==> config.mk <==
export PLATFORM = sky130hd
export DESIGN_NAME = relay_ssp_framer_flat
export DESIGN_NICKNAME = d
export VERILOG_FILES = /design/src/rtl/relay_ssp_framer_if.sv /design/src/rtl/relay_ssp_framer.sv /design/src/flat_wrapper.sv
export SDC_FILE = /design/constraint.sdc
export NUM_CORES = 1
export LEC_CHECK = 0
export BUFFER_PORTS_ARGS = -buffer_cell sky130_fd_sc_hd__clkbuf_2
export CORE_UTILIZATION = 30
export CTS_CLUSTER_SIZE = 25
export DETAILED_ROUTE_END_ITERATION = 12
export PLACE_DENSITY = 0.56
export SYNTH_ARGS = -nofsm -noshare
export SYNTH_HDL_FRONTEND = slang
export SYNTH_SLANG_ARGS = --single-unit
==> constraint.sdc <==
create_clock -name clk -period 3.8 [get_ports clk]
set_clock_uncertainty 0.2 [all_clocks]
set_input_delay 0.57 -clock clk [delete_from_list [all_inputs] [get_ports clk]]
set_output_delay 0.57 -clock clk [all_outputs]
set_load 0.05 [all_outputs]
==> src/rtl/relay_ssp_framer_if.sv <==
// Relay-to-SSP framer bus: relay bit stream in, SSP serial stream and FIFO status out.
// master = stimulus/relay side, slave = framer.
interface relay_ssp_framer_if #(
  parameter int FIFO_DEPTH = 8
);
  localparam int LW = $clog2(FIFO_DEPTH) + 1;

  logic          bit_strobe;
  logic          bit_in;
  logic [2:0]    mod_type;
  logic          capture_en;
  logic          ssp_clk;
  logic          ssp_frame;
  logic          ssp_din;
  logic          overflow;
  logic [LW-1:0] fifo_level;

  modport master (
    output bit_strobe, bit_in, mod_type, capture_en, ssp_clk,
    input  ssp_frame, ssp_din, overflow, fifo_level
  );

  modport slave (
    input  bit_strobe, bit_in, mod_type, capture_en, ssp_clk,
    output ssp_frame, ssp_din, overflow, fifo_level
  );
endinterface

==> src/rtl/relay_ssp_framer.sv <==
// relay_ssp_framer: packs relay bits MSB-first into bytes, queues them in a
// byte FIFO and shifts them out to the ARM over SSP (ssp_clk is asynchronous).
// Optional feature: define RELAY_SSP_MODTAG_EN to queue a marker byte
// {5'b11100, mod_type} whenever the relay mode code changes.
// FIFO_DEPTH must be a power of two >= 2 (pointers wrap by overflow).
module relay_ssp_framer #(
  parameter int FIFO_DEPTH = 8
) (
  input  logic              clk,
  input  logic              reset,
  relay_ssp_framer_if.slave bus
);
  localparam int AW = $clog2(FIFO_DEPTH);
  localparam int LW = AW + 1;
  localparam logic [LW-1:0] FULL_LVL = LW'(FIFO_DEPTH);

  typedef enum logic [1:0] {IDLE, LOAD, SHIFT} tx_state_t;
  tx_state_t state, state_nxt;

  logic          sync1, sync2, sync2_q, ssp_rise;
  logic [7:0]    pack_sr;
  logic [2:0]    bit_cnt;
  logic          data_push;
  logic [7:0]    data_byte;
  logic [7:0]    mem [FIFO_DEPTH];
  logic [AW-1:0] wr_ptr, rd_ptr;
  logic [LW-1:0] level;
  logic          ovf;
  logic          push, pop, push_ok;
  logic [7:0]    push_byte;
  logic [7:0]    shifter;
  logic [2:0]    idx;
  logic          frame_pend;

  // Two-flop synchronizer on ssp_clk plus a delayed copy for rising-edge detect
  always_ff @(posedge clk) begin
    if (reset) begin
      sync1   <= 1'b0;
      sync2   <= 1'b0;
      sync2_q <= 1'b0;
    end else begin
      sync1   <= bus.ssp_clk;
      sync2   <= sync1;
      sync2_q <= sync2;
    end
  end
  assign ssp_rise = sync2 & ~sync2_q;

  // Packer: the byte completes on the strobe that carries the 8th bit
  assign data_push = bus.bit_strobe & bus.capture_en & (bit_cnt == 3'd7);
  assign data_byte = {pack_sr[6:0], bus.bit_in};

  // Shift relay bits in; dropping capture_en discards any partial byte
  always_ff @(posedge clk) begin
    if (reset || !bus.capture_en) begin
      pack_sr <= 8'h00;
      bit_cnt <= 3'd0;
    end else if (bus.bit_strobe) begin
      pack_sr <= data_byte;
      bit_cnt <= bit_cnt + 3'd1;
    end
  end

`ifdef RELAY_SSP_MODTAG_EN
  logic [2:0] mod_q, tag_mod;
  logic       tag_pend, tag_push;

  // A data byte wins the FIFO write port; the marker waits one more cycle
  assign tag_push = tag_pend & ~data_push;

  // Track mode changes; reset re-arms on the current mode so it does not tag itself
  always_ff @(posedge clk) begin
    if (reset) begin
      mod_q    <= bus.mod_type;
      tag_mod  <= 3'd0;
      tag_pend <= 1'b0;
    end else begin
      mod_q <= bus.mod_type;
      if (bus.mod_type != mod_q) begin
        tag_pend <= 1'b1;
        tag_mod  <= bus.mod_type;
      end else if (tag_push) begin
        tag_pend <= 1'b0;
      end
    end
  end

  assign push      = data_push | tag_push;
  assign push_byte = data_push ? data_byte : {5'b11100, tag_mod};
`else
  logic mod_unused;
  assign mod_unused = ^bus.mod_type;
  assign push       = data_push;
  assign push_byte  = data_byte;
`endif

  // A pop in the same cycle frees the slot, so a full FIFO still accepts
  assign push_ok = push & ((level != FULL_LVL) | pop);

  // FIFO storage, no reset so it maps to distributed RAM
  always_ff @(posedge clk) begin
    if (push_ok) mem[wr_ptr] <= push_byte;
  end

  // FIFO pointers, occupancy and sticky overflow
  always_ff @(posedge clk) begin
    if (reset) begin
      wr_ptr <= '0;
      rd_ptr <= '0;
      level  <= '0;
      ovf    <= 1'b0;
    end else begin
      if (push_ok) wr_ptr <= wr_ptr + 1'b1;
      if (pop)     rd_ptr <= rd_ptr + 1'b1;
      if (push && !push_ok) ovf <= 1'b1;
      case ({push_ok, pop})
        2'b10:   level <= level + 1'b1;
        2'b01:   level <= level - 1'b1;
        default: level <= level;
      endcase
    end
  end

  // Transmitter state register
  always_ff @(posedge clk) begin
    if (reset) state <= IDLE;
    else       state <= state_nxt;
  end

  // Transmitter next state; LOAD is only reachable with a non-empty FIFO
  always_comb begin
    state_nxt = state;
    pop       = 1'b0;
    case (state)
      IDLE:    if (level != '0) state_nxt = LOAD;
      LOAD: begin
        pop       = 1'b1;
        state_nxt = SHIFT;
      end
      SHIFT:   if (ssp_rise && idx == 3'd0) state_nxt = IDLE;
      default: state_nxt = IDLE;
    endcase
  end

  // Shifter, bit index and frame marker; edges outside SHIFT are ignored
  always_ff @(posedge clk) begin
    if (reset) begin
      shifter    <= 8'h00;
      idx        <= 3'd0;
      frame_pend <= 1'b0;
    end else if (state == LOAD) begin
      shifter    <= mem[rd_ptr];
      idx        <= 3'd7;
      frame_pend <= 1'b1;
    end else if (state == SHIFT && ssp_rise) begin
      idx        <= idx - 3'd1;
      frame_pend <= 1'b0;
    end
  end

  assign bus.ssp_din    = (state == SHIFT) & shifter[idx];
  assign bus.ssp_frame  = (state == SHIFT) & frame_pend;
  assign bus.overflow   = ovf;
  assign bus.fifo_level = level;
endmodule

==> src/flat_wrapper.sv <==
// flat-port wrapper written by rule: the top's interface ports become plain ports
module relay_ssp_framer_flat 
#(
  parameter int FIFO_DEPTH = 8
)
  (clk, reset, bus_bit_strobe, bus_bit_in, bus_mod_type, bus_capture_en, bus_ssp_clk, bus_ssp_frame, bus_ssp_din, bus_overflow, bus_fifo_level);
  relay_ssp_framer_if #(.FIFO_DEPTH(FIFO_DEPTH)) bus_i ();
  input  logic clk;
  input  logic reset;
  input wire logic [$bits(bus_i.bit_strobe)-1:0] bus_bit_strobe;
  input wire logic [$bits(bus_i.bit_in)-1:0] bus_bit_in;
  input wire logic [$bits(bus_i.mod_type)-1:0] bus_mod_type;
  input wire logic [$bits(bus_i.capture_en)-1:0] bus_capture_en;
  input wire logic [$bits(bus_i.ssp_clk)-1:0] bus_ssp_clk;
  output wire logic [$bits(bus_i.ssp_frame)-1:0] bus_ssp_frame;
  output wire logic [$bits(bus_i.ssp_din)-1:0] bus_ssp_din;
  output wire logic [$bits(bus_i.overflow)-1:0] bus_overflow;
  output wire logic [$bits(bus_i.fifo_level)-1:0] bus_fifo_level;
  assign bus_i.bit_strobe = bus_bit_strobe;
  assign bus_i.bit_in = bus_bit_in;
  assign bus_i.mod_type = bus_mod_type;
  assign bus_i.capture_en = bus_capture_en;
  assign bus_i.ssp_clk = bus_ssp_clk;
  assign bus_ssp_frame = bus_i.ssp_frame;
  assign bus_ssp_din = bus_i.ssp_din;
  assign bus_overflow = bus_i.overflow;
  assign bus_fifo_level = bus_i.fifo_level;
  relay_ssp_framer #(.FIFO_DEPTH(FIFO_DEPTH)) u_core (.clk(clk), .reset(reset), .bus(bus_i));
endmodule
==> metrics.md <==
| Metric | Value |
|---|---|
| Outcome | `finished clean` |
| First-pass GRT wire length | `12100 um` |
| Final wirelength | `7790 um` |
| Switching part of the total | `0.273` |
| FFs w/ async S/R, synth | `0` |
| Syn_area_per_cell | `13.4 um^2` |
| Fill count | `1325` |
| Sw power | `727 uW` |
| Starting Density | `0.311` |
| Seq/Total Area, Yosys | `0.647` |
| Iteration-0 DRC Markers | `146` |
| Worst reg-to-reg path cell count | `6` |
| Die height | `120 um` |
| Number of synthesized flops with an enable pin | `64` |
| Post-place setup slack | `0.987 ns` |
| Worst hold slack | `0.237 ns` |
| Nets@finish | `339` |
| I/O Buffers | `12` |
| Ant diodes | `0` |
| Synth Warn # | `0` |
| Die W | `120 um` |
| Final HPWL DP | `5080 um` |
| H-tree levels | `3` |
| Critical Path RT | `3.03 ns` |
| Cells after Synth | `309` |
| TritonCTS Buffers | `9` |
| CTS Root Cell | `clkbuf_16` |
| Latest clock arrival within the worst-skew pair | `0.34 ns` |
| Logic pwr share | `0.150` |
| Tot GR Track Use | `0.113` |
| Drt via density | `4.69` |
| Final setup vio count | `0` |
| Max IR drop VDD | `265 uV` |
| Final Max Tran Viols | `0` |
| Final min period | `2.51 ns` |
| Max clock buf depth | `2` |
| Detailed Routing Iterations Pass 1 | `4` |
| Slew headroom | `0.283` |
| Worst Hold Class | `reg -> reg` |
| Ys flop type | `edfxtp_1` |
| Residual DRC | `0` |
| Fraction of layout cells with a size suffix above 1 | `0.134` |
| Unique cell type count in the Yosys netlist | `40` |
| Post-DRT Antenna Nets | `0` |
| Worst-path maximum fanout | `5` |
| Synth-to-Final Area Change | `13.2%` |
| Initial antenna violation count | `0` |
| Design Area, Final | `0.00469 mm^2` |
| Hold Path Cell Cnt | `1` |
| Cts repair resizes | `0` |
| Setup Buffers After CTS | `0` |
| Row count | `42` |
| Sequential cell area | `0.00268 mm^2` |
| Pleak | `0.00158 uW` |
| Boundary Pins | `16` |
| Final worst path period share | `0.661` |
| Die area | `0.0143 mm^2` |
| Final Hold Violating Endpoints | `0` |
| Core area | `0.0133 mm^2` |
| Worst-Margin Slew | `1.08 ns` |
| Pwr/cell area | `568 mW/mm^2` |
| FMAX | `398 MHz` |
| Maxcap violations | `0` |
| Largest net degree at the start of global routing | `35` |
| Clock Sinks | `102` |
| RSZ-0062 raised after global routing | `no` |
| Via count | `2362` |
| Multi-input gate area | `0.00136 mm^2` |
| Reg power frac | `0.502` |
| CP Launch Type | `flop` |
| Synthesized area | `0.00415 mm^2` |
| P_int | `1940 uW` |
| Clock group share of total power | `0.348` |
| WL/cell | `15.5 um` |
| Setup TNS | `0 ns` |
| Setup slack after layout | `1.29 ns` |
| CTS tree | `done` |
| Critical path type | `reg -> out` |
| Number of global-route vias before repair | `2269` |
| Syn_nets | `325` |
| Total gr overflow | `0` |
| Worst-path clk slew | `0.07 ns` |
| CP arrival | `1.74 ns` |
| Placed cell areas | `0.00439 mm^2` |
| Hold_buf cts | `0` |
| Synthesized flop and latch total | `102` |
| CP endpoint kind | `primary output` |
| GP Congestion | `0.762` |
[stage by stage]
| stage | std cells | power (uW) | utilization |
|---|---|---|---|
| 3_3_place_gp | 488 | 1760 | 0.329 |
| 5_1_grt | 504 | 2780 | 0.352 |
| 2_1_floorplan | 309 | 1670 | - |
| 3_5_place_dp | 488 | 1770 | 0.329 |
| 6_report | 504 | 2660 | 0.352 |
| 4_1_cts | 504 | 2690 | 0.352 |
[power by group through the flow]
| stage | combinational, uW | clock (uW) | sequential (uW) |
|---|---|---|---|
| after global placement | 398 | 0 | 1360 |
| after floorplan | 285 | 0 | 1380 |
| final | 400 | 927 | 1340 |
| after detailed placement | 403 | 0 | 1360 |
| after CTS | 406 | 948 | 1340 |
| after global routing | 441 | 987 | 1350 |
[kinds of logic after synthesis]
group                    Yosys count  synth area share
XOR/XNOR                           6            0.0127
AO/OA/AOI/OAI                     41            0.0661
multiplexers                      47             0.121
AND/OR/NAND/NOR                   88             0.108
adder cells (fa/ha/maj)            7            0.0211
buffers and inverters             18            0.0238
flip-flops                       102             0.647
[placed cells by master, fill, tap and decap left out, types with 2 or more instances in the layout]
cell,instances
a21oi_1,15
a22oi_1,16
and2_1,2
buf_4,7
clkbuf_16,9
clkbuf_2,12
dfxtp_1,37
edfxtp_1,64
ha_1,7
inv_1,2
inv_6,2
mux2i_1,43
mux4_2,2
nand2_1,10
nand2b_1,6
nand3_1,4
nor2_1,32
nor2b_1,10
nor3_1,17
o21ai_0,2
xnor2_1,4
xor2_1,2
[synthesized netlist by cell type, types with 2 or more instances]
library cell | instances | area, um^2
inv_1 | 2 | 7.51
xor2_1 | 2 | 17.5
nand3_1 | 4 | 20.0
mux2i_1 | 43 | 430
xnor2_1 | 4 | 35.0
a21oi_1 | 15 | 75.1
nor3_1 | 17 | 85.1
nor2_1 | 32 | 120
clkbuf_1 | 6 | 22.5
buf_6 | 2 | 22.5
mux4_2 | 2 | 45.0
buf_2 | 4 | 20.0
a22oi_1 | 16 | 120
and2_1 | 2 | 12.5
nand2b_1 | 6 | 37.5
nor2b_1 | 10 | 62.6
edfxtp_1 | 64 | 1920
buf_4 | 3 | 22.5
ha_1 | 7 | 87.6
o21ai_0 | 2 | 10.0
dfxtp_1 | 38 | 761
nand2_1 | 10 | 37.5
[final timing paths]
check / endpoint / slack, ns / start
max: bus_ssp_din / 1.29 / u_core.idx[0]
min: u_core.sync2 / 0.24 / u_core.sync1
max reg2reg: u_core.mem[6][6] / 1.33 / u_core.bit_cnt[0]
min reg2reg: u_core.sync2 / 0.24 / u_core.sync1
[registers in the layout (all words and copies together) (netlist names), 2 cells and up]
name	flops
u_core.mem	64
u_core.shifter	8
u_core.pack_sr	7
u_core.bus.fifo_level	4
u_core.bit_cnt	3
u_core.idx	3
u_core.rd_ptr	3
u_core.wr_ptr	3
u_core.state	2
[final cells by class]
type                       count  area share
clock buffer                   9      0.0480
clock inverter                 7      0.0168
inverter                       2     0.00160
multi-input combinational    189       0.291
sequential                   102       0.572
tap                          176      0.0469
timing repair buffer          19      0.0240
[critical path, cell delays in order, from the launching register on]
cell      delay [ns]
dfxtp_1         0.42
mux4_2          0.51
mux2i_1         0.17
nor2b_1         0.07
clkbuf_2        0.23
[layer usage]
| layer | track usage | share of wire | vias to the layer above |
|---|---|---|---|
| li1 | - | - | 1175 |
| met1 | 0.153 | 0.49 | 1151 |
| met2 | 0.182 | 0.48 | 26 |
| met3 | 0.0228 | 0.023 | 10 |
| met4 | 0.0375 | 0.013 | 0 |
| met5 | 0 | 0 | - |
Power figures use the tool's default switching activity.
